### config.mk
export PLATFORM = sky130hd
export DESIGN_NAME = memory_arbiter
export DESIGN_NICKNAME = d
export VERILOG_FILES = /design/src/rtl/memory_arbiter.sv
export SDC_FILE = /design/constraint.sdc
export NUM_CORES = 1
export LEC_CHECK = 0
export CAP_MARGIN = 20
export CORE_ASPECT_RATIO = 1.75
export CORE_UTILIZATION = 40
export DETAILED_ROUTE_END_ITERATION = 8
export GPL_ROUTABILITY_DRIVEN = 0
export GPL_TIMING_DRIVEN = 0
export PLACE_DENSITY_LB_ADDON = 0.15
export SETUP_SLACK_MARGIN = 0.02
export SLEW_MARGIN = 20
export SYNTH_ARGS = -nofsm -noshare
export SYNTH_HDL_FRONTEND = slang
export SYNTH_SLANG_ARGS = --single-unit
### constraint.sdc
create_clock -name clk -period 2.05 [get_ports clk]
set_clock_uncertainty 0.15 [all_clocks]
set_input_delay 0.3075 -clock clk [delete_from_list [all_inputs] [get_ports clk]]
set_output_delay 0.3075 -clock clk [all_outputs]
set_load 0.1 [all_outputs]
### src/rtl/memory_arbiter.sv
// Arbitrates one handshaked single-port memory between instruction fetch and the data port.
// Data wins by default; a starvation counter forces an IF grant, and a watchdog aborts hung transactions.
module memory_arbiter #(
  parameter int STARVE_LIMIT = 4,
  parameter int TIMEOUT      = 16
) (
  input  logic        clk,
  input  logic        resetN,
  input  logic        ifReq,
  input  logic [31:0] ifAddr,
  output logic [31:0] ifRdata,
  output logic        ifReady,
  input  logic        dReq,
  input  logic        dWrite,
  input  logic [31:0] dAddr,
  input  logic [31:0] dWdata,
  output logic [31:0] dRdata,
  output logic        dReady,
  output logic        stallIF,
  output logic        stallMEM,
  output logic        memReq,
  output logic        memWrite,
  output logic [31:0] memAddr,
  output logic [31:0] memWdata,
  input  logic [31:0] memRdata,
  input  logic        memAck,
  output logic        busErr
);

  localparam int SW = $clog2(STARVE_LIMIT + 1);
  localparam int TW = (TIMEOUT > 1) ? $clog2(TIMEOUT) : 1;

  typedef enum logic [1:0] {IDLE, BUSY, RESP} stateT;
  typedef enum logic {OWN_DATA, OWN_IF} ownerT;

  stateT         stateReg, stateNext;
  ownerT         ownerReg, ownerNext;
  logic [SW-1:0] starveCntReg, starveCntNext;
  logic [TW-1:0] toCntReg, toCntNext;
  logic [31:0]   ifRdataReg, ifRdataNext;
  logic [31:0]   dRdataReg, dRdataNext;
  logic          ifReadyReg, ifReadyNext;
  logic          dReadyReg, dReadyNext;
  logic          memWriteReg, memWriteNext;
  logic [31:0]   memAddrReg, memAddrNext;
  logic [31:0]   memWdataReg, memWdataNext;
  logic          busErrReg, busErrNext;
  logic          ifWins;

  always_ff @(posedge clk or negedge resetN) begin
    if (!resetN) begin
      stateReg     <= IDLE;
      ownerReg     <= OWN_DATA;
      starveCntReg <= '0;
      toCntReg     <= '0;
      ifRdataReg   <= '0;
      dRdataReg    <= '0;
      ifReadyReg   <= 1'b0;
      dReadyReg    <= 1'b0;
      memWriteReg  <= 1'b0;
      memAddrReg   <= '0;
      memWdataReg  <= '0;
      busErrReg    <= 1'b0;
    end else begin
      stateReg     <= stateNext;
      ownerReg     <= ownerNext;
      starveCntReg <= starveCntNext;
      toCntReg     <= toCntNext;
      ifRdataReg   <= ifRdataNext;
      dRdataReg    <= dRdataNext;
      ifReadyReg   <= ifReadyNext;
      dReadyReg    <= dReadyNext;
      memWriteReg  <= memWriteNext;
      memAddrReg   <= memAddrNext;
      memWdataReg  <= memWdataNext;
      busErrReg    <= busErrNext;
    end
  end

  always_comb begin
    stateNext     = stateReg;
    ownerNext     = ownerReg;
    starveCntNext = starveCntReg;
    toCntNext     = toCntReg;
    ifRdataNext   = ifRdataReg;
    dRdataNext    = dRdataReg;
    ifReadyNext   = 1'b0;
    dReadyNext    = 1'b0;
    memWriteNext  = memWriteReg;
    memAddrNext   = memAddrReg;
    memWdataNext  = memWdataReg;
    busErrNext    = busErrReg;
    ifWins        = 1'b0;

    case (stateReg)
      IDLE: begin
        if (ifReq || dReq) begin
          ifWins       = ifReq && (!dReq || (starveCntReg == SW'(STARVE_LIMIT)));
          ownerNext    = ifWins ? OWN_IF : OWN_DATA;
          memAddrNext  = ifWins ? ifAddr : dAddr;
          memWriteNext = ifWins ? 1'b0 : dWrite;
          memWdataNext = ifWins ? 32'd0 : dWdata;
          toCntNext    = '0;
          stateNext    = BUSY;
          if (ifWins)
            starveCntNext = '0;
          else if (ifReq && (starveCntReg != SW'(STARVE_LIMIT)))
            starveCntNext = starveCntReg + 1'b1;
        end
      end
      BUSY: begin
        if (memAck) begin
          if (!memWriteReg) begin
            if (ownerReg == OWN_IF) ifRdataNext = memRdata;
            else                    dRdataNext  = memRdata;
          end
          ifReadyNext = (ownerReg == OWN_IF);
          dReadyNext  = (ownerReg == OWN_DATA);
          stateNext   = RESP;
        end else if (toCntReg == TW'(TIMEOUT - 1)) begin
          // Watchdog abort: complete the handshake with zero data so the pipeline can move on.
          if (ownerReg == OWN_IF) ifRdataNext = 32'd0;
          else                    dRdataNext  = 32'd0;
          ifReadyNext = (ownerReg == OWN_IF);
          dReadyNext  = (ownerReg == OWN_DATA);
          busErrNext  = 1'b1;
          stateNext   = RESP;
        end else begin
          toCntNext = toCntReg + 1'b1;
        end
      end
      RESP: begin
        stateNext = IDLE;
      end
      default: begin
        stateNext = IDLE;
      end
    endcase
  end

  assign memReq   = (stateReg == BUSY);
  assign memWrite = memWriteReg;
  assign memAddr  = memAddrReg;
  assign memWdata = memWdataReg;
  assign ifRdata  = ifRdataReg;
  assign dRdata   = dRdataReg;
  assign ifReady  = ifReadyReg;
  assign dReady   = dReadyReg;
  assign busErr   = busErrReg;
  assign stallIF  = ifReq & ~ifReadyReg;
  assign stallMEM = dReq & ~dReadyReg;

endmodule

==> impl_metrics.toml, run 1 <==
[worst_hold_path]
min_path_type = "in2async"

[global_routing]
grt_max_degree = 82
antenna_found_initial = 0
grt_pass1_wl_um = 32600
grt_pass1_vias = 6320
grt_overflow = 0
grt_use_total = 0.264

[sta]
relSlewSlack = 0.548
fin_ws_ps = 43.5
setup_violations = 0
finalCriticalPeriod_ps = 2010
setup_tns_ps = 0
period_share = 0.979
fmax_mhz = 498
worstMarginPinSlew_ps = 677
hold_violations = 0
slew_viol_final = 0
grt_setup_unrepaired = "yes"

[setup_path]
crit_path_end_kind = "primary output"
worst-endpoint-arrival_ps = 1550
r2r_setup_slack_ps = 130
critPathMaxStageDelay_ps = 560
critPathLaunchType = "input pin"
critPathRequiredTime_ps = 1590
crit_path_cell_trace = "clkdlybuf4s50_1, nor2b_4, clkdlybuf4s15_2"
crit_slowest_cell = "clkdlybuf4s15_2"
path_buf_inv = 2
worstSetupPathType = "in2out"
critical_path.top_delay_family = "buffers and inverters"
path_max_fanout = 4

[route]
ant_nets = 0
drcViolationCount = 0
via_count = 5823
wl_um = 20700
wl_per_cell_um = 20.6
drt_first_pass_iters = 5
via_per_inst = 5.81
first_iter_violations = 296

[finish]
final_cell_mix = "dfrtp_1 (142), clkdlybuf4s50_1 (132), clkdlybuf4s15_2 (132), nand3_1 (69), a32o_1 (52)"
drive_above_1_share = 0.264
area.growth.synth_to_final_pct = 60.5
diodes = 0
nNetsFinal = 943
final_common_cell = "dfrtp_1"

[yosys]
synth_edf_count = 0
synth_area_leaders = "dfrtp_1 (58%), a32o_1 (8.4%), nand3_1 (5.6%)"
synth_top_area_share = 0.576
synth_ff_type = "dfrtp_1"
yosys_warnings = 0
async_flop_share = 1.00
ys_types = 42
synth_fp_nets = 654
syn_area_per_cell_um2 = 11.9
syn_inst = 517
syn-cell-area_um2 = 6160
ys_seq_elements = 142
yosysSeqAreaShare = 0.576
yosys.area.top_type = "dfrtp_1"

[die]
die_w_um = 95.8
rows = 59
num_io_pins = 269
core_um2 = 15000
design.die.area_um2 = 15900
start_util = 0.411
die_height_um = 166

[clocking]
cts_tree = "built"
clk_path_buf_depth = 2
cts_setup_buffers = 0
clk_root_buffer_cell = "clkbuf_16"
clkLatencyLatePin_ps = 410
clock-sinks = 142
clk_pin_slew_worst_paths_ps = 70
cts-htree-levels = 4
cts_buffers = 17

[place]
dp_hpwl_um = 15300
io_buffers = 268
post-place-ws_ps = -1190

[run_status]
status = "finished clean"

[run]
max_cap_violations = 0
synthesized netlist by cell type, types with 2 or more instances:
master     number
a22o_1         14
a32o_1         52
and3_1          2
buf_1           6
buf_2          13
buf_4           4
buf_6           6
clkbuf_1       33
dfrtp_1       142
ha_1            3
inv_1           3
nand2_1         5
nand3_1        69
nand3b_1        2
nand4_1        33
nand4b_1        2
nor2_1          3
nor2b_1         3
o211ai_1       33
o21ai_0        32
o221ai_1        3
o2bb2ai_1      25
o2bb2ai_2       9
or3b_2          2
metal layers:
layer,track usage,share of wire
met5,0,0
met4,0.0980,0.028
met3,0.0778,0.077
met2,0.483,0.54
met1,0.274,0.36
flip-flops by register name (all words and copies together) (netlist names):
signal and cells:
ifReady 1, toCntReg 4, stateReg 2, busErr 1, memAddr 32, dReady 1
dRdata 32, ifRdata 32, ownerReg 1, memWrite 1, starveCntReg 3, memWdata 32
metrics by stage:
step / util / hold WS [ps] / cell area (µm²) / instances
final: 0.660 / 257 / 9890 / 1002
after global routing: 0.660 / 291 / 9890 / 1002
after CTS: 0.660 / 267 / 9890 / 1002
after detailed placement: 0.609 / 119 / 9120 / 969
after global placement: 0.607 / 302 / 9090 / 968
after floorplan: - / -138 / 6180 / 517
final timing paths:
kind | start | to | cells after the start
setup / recovery | dReq | stallMEM | 3
hold / removal | resetN | memWdata[22]$_DFFE_PN0P_ | 2
setup reg to reg | toCntReg[0]$_DFFE_PN0P_ | dRdata[23]$_DFFE_PN0P_ | 5
hold reg to reg | busErr$_DFFE_PN0P_ | busErr$_DFFE_PN0P_ | 1
max in group asynchronous | resetN | dRdata[21]$_DFFE_PN0P_ | 3
min in group clk | dWdata[18] | memWdata[18]$_DFFE_PN0P_ | 3
layout make-up:
class / instances / area (µm²)
Inverter: 4 / 15.0
Buffer: 62 / 327
Clock buffer: 17 / 425
Multi-Input combinational cell: 309 / 2300
Timing Repair Buffer: 270 / 2900
Sequential cell: 142 / 3550
Tap cell: 183 / 229
Fill cell: 1200 / 5090
Clock inverter: 15 / 144
cells by family after synthesis:
family | share of synthesized area
buffers and inverters | 0.0526
flip-flops | 0.576
AND/OR/NAND/NOR | 0.124
multiplexers | 0.00345
AO/OA/AOI/OAI | 0.237
adder cells (fa/ha/maj) | 0.00609
worst reg2reg max path, cell delays in order, from the launching register on:
cell and delay [ps]:
dfrtp_1 400, ha_1 250, a31o_2 210, nand4b_1 260, buf_2 290, a22o_1 250
timing repair:
item	4_1_cts	5_1_grt
hold buffers	1	0
endpoints found under the hold margin	61	0
gates resized for setup	420	5
setup endpoints to repair	135	22
Power of run 1 is left out: the tool's default activity adds up to more than one toggle a clock period on the data nets, which glitch-free logic cannot reach.
==> run 2: changes to the inputs <==
CTS_BUF_LIST = sky130_fd_sc_hd__clkbuf_16   (was not set)
CTS_CLUSTER_DIAMETER = 80   (was not set)
==> results of run 2 <==
Final layout, timing and power as in run 1 (identical DEF).
Power of run 2 is left out for the same reason.
